===== src/rtl/output_argmax_if.sv =====
// ---------------------------------------------------------------------------
// output_argmax_if
// Bundles the streaming input and result handshakes of output_argmax.
//
// Signals:
//   in_data     signed 8-bit activation, driven by the producer
//   in_valid    in_data is valid this cycle
//   in_ready    argmax block can take in_data this cycle
//   class_idx   index of the winning activation
//   class_score value of the winning activation
//   out_valid   class_idx/class_score hold a completed frame result
//   out_ready   downstream accepts the result this cycle
//
// Modports:
//   master  producer/consumer side (testbench or surrounding system)
//   slave   the argmax block itself
// ---------------------------------------------------------------------------
interface output_argmax_if #(
  parameter int IDX_W = 4
);
  logic [7:0]       in_data;
  logic             in_valid;
  logic             in_ready;
  logic [IDX_W-1:0] class_idx;
  logic [7:0]       class_score;
  logic             out_valid;
  logic             out_ready;

  modport master (
    output in_data, in_valid, out_ready,
    input  in_ready, class_idx, class_score, out_valid
  );

  modport slave (
    input  in_data, in_valid, out_ready,
    output in_ready, class_idx, class_score, out_valid
  );
endinterface


===== src/rtl/output_argmax.sv =====
// ---------------------------------------------------------------------------
// output_argmax
// Takes a frame of NUM_CLASSES signed 8-bit activations, one per accepted
// beat, and reports the index and value of the largest one. The result is
// held until downstream takes it, then a new frame can start.
//
// Parameters:
//   NUM_CLASSES  activations per frame (2 .. 2**IDX_W)
//   IDX_W        width of the class index
//
// Ports:
//   clk    single clock, rising edge
//   reset  synchronous, active-high reset
//   bus    output_argmax_if.slave (in_data/in_valid/in_ready,
//          class_idx/class_score/out_valid/out_ready)
//
// Build option:
//   ARGMAX_TIE_LAST_EN  when defined, ties select the latest index;
//                       when undefined, the earliest index wins.
// ---------------------------------------------------------------------------
module output_argmax #(
  parameter int NUM_CLASSES = 10,
  parameter int IDX_W       = 4
) (
  input  logic            clk,
  input  logic            reset,
  output_argmax_if.slave  bus
);

  localparam logic [IDX_W-1:0] LAST_IDX = IDX_W'(NUM_CLASSES - 1);
  localparam logic [IDX_W-1:0] ONE_IDX  = IDX_W'(1);

  typedef enum logic {
    ST_ACCUM,
    ST_HOLD
  } state_t;

  state_t            r_state;
  state_t            w_nextState;
  logic              w_inReady;
  logic              w_outValid;

  logic [IDX_W-1:0]  r_cnt;
  logic signed [7:0] r_runMax;
  logic [IDX_W-1:0]  r_runIdx;
  logic [IDX_W-1:0]  r_classIdx;
  logic signed [7:0] r_classScore;

  logic signed [7:0] w_inData;
  logic              w_beat;
  logic              w_lastBeat;
  logic              w_takeNew;
  logic signed [7:0] w_newMax;
  logic [IDX_W-1:0]  w_newIdx;

  assign w_inData   = signed'(bus.in_data);
  assign w_beat     = bus.in_valid && w_inReady;
  assign w_lastBeat = w_beat && (r_cnt == LAST_IDX);

  // Whether the incoming activation replaces the running winner; the tie
  // policy is selected at build time.
`ifdef ARGMAX_TIE_LAST_EN
  assign w_takeNew = (w_inData >= r_runMax);
`else
  assign w_takeNew = (w_inData > r_runMax);
`endif

  // Post-compare winner for the current beat. The first beat of a frame
  // always seeds the running state so nothing leaks from the previous frame.
  always_comb begin
    w_newMax = r_runMax;
    w_newIdx = r_runIdx;
    if (r_cnt == '0) begin
      w_newMax = w_inData;
      w_newIdx = '0;
    end else if (w_takeNew) begin
      w_newMax = w_inData;
      w_newIdx = r_cnt;
    end
  end

  // State register.
  always_ff @(posedge clk) begin
    if (reset) begin
      r_state <= ST_ACCUM;
    end else begin
      r_state <= w_nextState;
    end
  end

  // Next-state and handshake outputs. ACCUM takes beats until the last one
  // of the frame; HOLD presents the result until out_ready, which gives the
  // mandatory one-cycle bubble between frames.
  always_comb begin
    w_nextState = r_state;
    w_inReady   = 1'b0;
    w_outValid  = 1'b0;
    case (r_state)
      ST_ACCUM: begin
        w_inReady = 1'b1;
        if (w_lastBeat) begin
          w_nextState = ST_HOLD;
        end
      end
      ST_HOLD: begin
        w_outValid = 1'b1;
        if (bus.out_ready) begin
          w_nextState = ST_ACCUM;
        end
      end
      default: begin
        w_nextState = ST_ACCUM;
      end
    endcase
  end

  // Frame datapath: element counter, running winner and the published
  // result, which only changes on the last beat of a frame.
  always_ff @(posedge clk) begin
    if (reset) begin
      r_cnt        <= '0;
      r_runMax     <= '0;
      r_runIdx     <= '0;
      r_classIdx   <= '0;
      r_classScore <= '0;
    end else if (w_beat) begin
      r_runMax <= w_newMax;
      r_runIdx <= w_newIdx;
      if (w_lastBeat) begin
        r_cnt        <= '0;
        r_classIdx   <= w_newIdx;
        r_classScore <= w_newMax;
      end else begin
        r_cnt <= r_cnt + ONE_IDX;
      end
    end
  end

  assign bus.in_ready    = w_inReady;
  assign bus.out_valid   = w_outValid;
  assign bus.class_idx   = r_classIdx;
  assign bus.class_score = r_classScore;

endmodule


===== src/flat_wrapper.sv =====
// flat-port wrapper written by rule: the top's interface ports become plain ports
module output_argmax_flat 
#(
  parameter int NUM_CLASSES = 10,
  parameter int IDX_W       = 4
)
  (clk, reset, bus_in_data, bus_in_valid, bus_out_ready, bus_in_ready, bus_class_idx, bus_class_score, bus_out_valid);
  output_argmax_if #(.IDX_W(IDX_W)) bus_i ();
  input  logic clk;
  input  logic reset;
  input wire logic [$bits(bus_i.in_data)-1:0] bus_in_data;
  input wire logic [$bits(bus_i.in_valid)-1:0] bus_in_valid;
  input wire logic [$bits(bus_i.out_ready)-1:0] bus_out_ready;
  output wire logic [$bits(bus_i.in_ready)-1:0] bus_in_ready;
  output wire logic [$bits(bus_i.class_idx)-1:0] bus_class_idx;
  output wire logic [$bits(bus_i.class_score)-1:0] bus_class_score;
  output wire logic [$bits(bus_i.out_valid)-1:0] bus_out_valid;
  assign bus_i.in_data = bus_in_data;
  assign bus_i.in_valid = bus_in_valid;
  assign bus_i.out_ready = bus_out_ready;
  assign bus_in_ready = bus_i.in_ready;
  assign bus_class_idx = bus_i.class_idx;
  assign bus_class_score = bus_i.class_score;
  assign bus_out_valid = bus_i.out_valid;
  output_argmax #(.NUM_CLASSES(NUM_CLASSES), .IDX_W(IDX_W)) u_core (.clk(clk), .reset(reset), .bus(bus_i));
endmodule

===== config.mk =====
export PLATFORM = sky130hd
export DESIGN_NAME = output_argmax_flat
export DESIGN_NICKNAME = d
export VERILOG_FILES = /design/src/rtl/output_argmax_if.sv /design/src/rtl/output_argmax.sv /design/src/flat_wrapper.sv
export SDC_FILE = /design/constraint.sdc
export NUM_CORES = 1
export LEC_CHECK = 0
export ABC_AREA = 0
export CORE_MARGIN = 8
export CORE_UTILIZATION = 45
export DETAILED_ROUTE_END_ITERATION = 8
export PLACE_DENSITY = 0.69
export SETUP_SLACK_MARGIN = 0.1
export SYNTH_ARGS = -nofsm -noshare
export SYNTH_HDL_FRONTEND = slang
export SYNTH_SLANG_ARGS = --single-unit

===== constraint.sdc =====
create_clock -name clk -period 4.5 [get_ports clk]
set_input_delay 0.45 -clock clk [delete_from_list [all_inputs] [get_ports clk]]
set_output_delay 0.45 -clock clk [all_outputs]
set_load 0.01 [all_outputs]

==> reports/results.md <==
| Step | Quantity | This run |
|:---|:---|:---|
| run status | Status | completed |
| clock tree | Setup Fix Bufs, Post-CTS | 0 |
| floorplan | Die Area | 5710 um^2 |
| pwr | Maximum VDD drop | 0.183 mV |
| sta | Total Neg Setup Slack | 0 ns |
| final layout | Area growth from synthesis to layout | 19.7% |
| detailed routing | First DRT Iteration DRCs | 143 |
| setup path | Most frequent cell on the critical path | sky130_fd_sc_hd__o221ai_1 |
| final layout | Summed area of non-filler cells in the final layout | 1910 um^2 |
| setup path | List of cells traversed by the critical path | clkdlybuf4s50_1 -> ha_1 -> inv_1 -> o211ai_1 -> o221ai_1 -> a31oi_2 -> o221ai_1 |
| synthesis | Net count after synthesis | 211 |
| grt | Number of antenna violations at the first check in global routing | 0 |
| clock tree | Number of levels in the clock H-tree | 2 |
| sta | Highest Clock Rate | 338 MHz |
| synthesis | Number of synthesized flops with an enable pin | 0 |
| setup path | Sort of element at the start of the critical path | input pin |
| floorplan | Initial core utilization | 47.5% |
| floorplan | Die Ht | 75.6 um |
| setup path | R2r setup slk | 1.72 ns |
| grt | First-pass GRT wire length | 6530 um |
| placement | Dpl ws | 1.23 ns |
| final layout | Final Net Count | 230 |
| clock tree | CTS tree | built |
| sta | Transition at the pin with the smallest max-transition slack | 1.11 ns |
| sta | Min setup slack post-route | 1.54 ns |
| clock tree | Root Driver | sky130_fd_sc_hd__clkbuf_4 |
| synthesis | Count of cell types in the netlist | 38 |
| synthesis | Number of warnings printed during yosys synthesis | 0 |
| job | # Max-Cap Violations | 0 |
| pwr | Total Power Consumption | 0.570 mW |
| grt | Sum of overflow across all layers after global routing | 0 |
| clock tree | Clock network latency to the later pin of the worst-skew pair | 0.33 ns |
| sta | Final hold violations | 0 |
| synthesis | Share of flip-flops with an asynchronous set or reset after synthesis | 0% |
| setup path | Largest incremental delay on the critical path | 0.90 ns |
| synthesis | Part of the Yosys area used for sequential elements | 36.3% |
| detailed routing | ANT nets after route | 0 |
| floorplan | Number of rows in the core area | 21 |
| setup path | Crit Path Max Fanout | 13 |
| sta | RSZ-0062 raised after global routing | false |
| grt | Maximum number of pins on one net before global-route repair | 31 |
| floorplan | Num ports | 26 |
| setup path | Required @ worst endpoint | 4.69 ns |
| grt | Total global routing track utilization | 14.9% |
| sta | Portion of the clock cycle consumed by the worst path in the final layout | 65.8% |
| detailed routing | Residual DRC count | 0 |
| clock tree | Number of buffers created by CTS | 5 |
| placement | Number of buffer cells added on primary ports | 25 |
| setup path | Path type of the worst setup path | input pin to flop |
| sta | Final setup violation count | 0 |
| synthesis | Synth Instances | 188 |
| detailed routing | Final routed wirelength across all metal layers | 3920 um |
| pwr | Total power divided by cell area | 298 nW/um^2 |
| clock tree | Deepest clock path buffer count | 2 |
| setup path | Critical Path Slowest Stage Cell | sky130_fd_sc_hd__a31oi_2 |
| detailed routing | Vias per cell | 5.74 |
| sta | Fin crit period | 2.96 ns |
| synthesis | Area of the mapped netlist | 1600 um^2 |
| final layout | Fill cell total of the finished layout | 331 |
| setup path | Data arrival time of the critical path | 3.16 ns |
| placement | Cell area after placement | 1840 um^2 |
| placement | Total half-perimeter wirelength after legalization and detailed placement | 2710 um |
| pwr | Pleak | 0.701 nW |
| worst hold path | Path type of the worst min-delay path | flop to flop |
| final layout | Final standard cell count with taps included and fillers excluded | 254 |
| placement | Cells after DPL | 246 |
| sta | Relative slew slack | 26.2% |
| placement | Placer congestion estimate | 0.867 |
| floorplan | Core ar. | 3360 um^2 |
| final layout | Count of antenna diodes in the layout | 0 |
| setup path | Category of the worst setup path capture point | flop |
| synthesis | Synth Area per Inst | 8.50 um^2 |
| grt | Number of global-route vias before repair | 1481 |
| sta | Post-Route Skew | 0.00219 ns |
| synthesis | Synthesis-stage register bit count | 29 |
| floorplan | Horizontal extent of the die | 75.6 um |
| detailed routing | Wire per inst | 15.4 um |
| clock tree | Clock transition at path regs | 0.09 ns |
| clock tree | Hold bufs inserted after CTS | 0 |
| clock tree | Number of clock sinks | 29 |
| detailed routing | Via count | 1459 |
| synthesis | Primary FF master, synth | sky130_fd_sc_hd__dfxtp_1 |
| final layout | Fraction of final layout cells sized beyond drive strength 1 | 7.69% |
| sta | Number of slew-limit violations in the final report | 0 |
| clock tree | Post-CTS Resized | 0 |
| detailed routing | Number of optimization iterations in the first detailed-route pass | 4 |
-- report_power, final --
group | internal, mW | switching (mW)
Clock | 0.0904 | 0.0963
Combinational | 0.0409 | 0.0685
Sequential | 0.265 | 0.00847
Total | 0.397 | 0.173
-- sequential cells by signal, summed over array words and instances, names as in the netlist --
name and cells:
u_core.r_runIdx 4, u_core.bus.class_idx 4, u_core.r_state 1, u_core.bus.class_score 8
u_core.r_runMax 8, u_core.r_cnt 4
-- area by class of cell --
type | count | area (um^2) | area share [%]
repair buffers | 26 | 258 | 13.5
well taps | 46 | 57.6 | 3.01
clock buffers | 7 | 65.1 | 3.40
clock inverters | 1 | 5.00 | 0.262
flip-flops and latches | 29 | 581 | 30.3
multi-input cells | 130 | 891 | 46.6
inverters | 15 | 56.3 | 2.94
-- worst max-delay path, delay by kind of cell --
kind	cells	cell delay, ns
AO/OA/AOI/OAI	4	1.85
buffers and inverters	2	0.51
adder cells (fa/ha/maj)	1	0.34
-- through the flow --
step / util [%] / hold slack (ns)
2_1_floorplan: - / 0.435
3_3_place_gp: 54.8 / 0.440
3_5_place_dp: 54.8 / 0.448
4_1_cts: 56.9 / 0.472
5_1_grt: 56.9 / 0.496
6_report: 56.9 / 0.470
-- worst paths after layout --
path / from / endpoint / cells after the start
max: bus_in_data[6] / u_core.r_runIdx[2]$_SDFFE_PP0P_ / 7
min: u_core.bus.class_idx[3]$_SDFFE_PP0P_ / u_core.bus.class_idx[3]$_SDFFE_PP0P_ / 2
max reg2reg: u_core.r_runMax[6]$_SDFFE_PP0P_ / u_core.r_runIdx[2]$_SDFFE_PP0P_ / 7
min reg2reg: u_core.bus.class_idx[3]$_SDFFE_PP0P_ / u_core.bus.class_idx[3]$_SDFFE_PP0P_ / 2
-- per-layer routing --
layer | track usage [%] | wire [um] | vias to the layer above
met4 | 6.61 | 56 | 0
met5 | 0 | 0 | -
li1 | - | - | 731
met1 | 16.2 | 1660 | 675
met3 | 5.92 | 296 | 8
met2 | 25.0 | 1900 | 45
-- logic make-up (layout without fill, tap and decap cells) --
family | count (synthesis) | after routing | synth area share (%)
AOI/OAI and AO/OA | 52 | 52 | 22.7
xor gates and xnor gates | 3 | 3 | 1.64
adders and majority gates | 11 | 11 | 8.61
buffers and inverters | 29 | 49 | 8.22
DFF | 29 | 29 | 36.3
muxes | 8 | 8 | 5.01
and+or+nand+nor | 56 | 56 | 17.5
-- cell usage after synthesis (all sizes together) (2+ instances only) --
cell type	count	area (um^2)
buf	9	56.3
o31ai	9	67.6
nand4	11	75.1
nor2	3	11.3
ha	11	138
a31oi	12	81.3
nand2	25	93.8
dfxtp	29	581
nand2b	3	18.8
o211ai	3	27.5
clkbuf	5	18.8
nor3	6	30.0
o21ai	13	65.1
xor2	2	17.5
mux2i	8	80.1
a21oi	4	20.0
inv	15	56.3
o32ai	2	17.5
a211oi	2	20.0
nand3	3	15.0
o221ai	2	17.5
-- cell usage in the layout, fill, tap and decap left out, types with 2 or more instances in the layout --
cell,count
sky130_fd_sc_hd__xor2_1,2
sky130_fd_sc_hd__o21ai_0,13
sky130_fd_sc_hd__mux2i_1,8
sky130_fd_sc_hd__a31oi_1,11
sky130_fd_sc_hd__clkdlybuf4s50_1,25
sky130_fd_sc_hd__nand2b_1,3
sky130_fd_sc_hd__o31ai_1,9
sky130_fd_sc_hd__a21oi_1,4
sky130_fd_sc_hd__nor2_1,3
sky130_fd_sc_hd__nand3_1,3
sky130_fd_sc_hd__o32ai_1,2
sky130_fd_sc_hd__clkbuf_8,2
sky130_fd_sc_hd__ha_1,11
sky130_fd_sc_hd__o211ai_1,2
sky130_fd_sc_hd__nor3_1,5
sky130_fd_sc_hd__inv_1,15
sky130_fd_sc_hd__o221ai_1,2
sky130_fd_sc_hd__dfxtp_1,29
sky130_fd_sc_hd__nand2_1,25
sky130_fd_sc_hd__nand4_1,10
sky130_fd_sc_hd__clkbuf_4,5
Power figures use the tool's default switching activity.
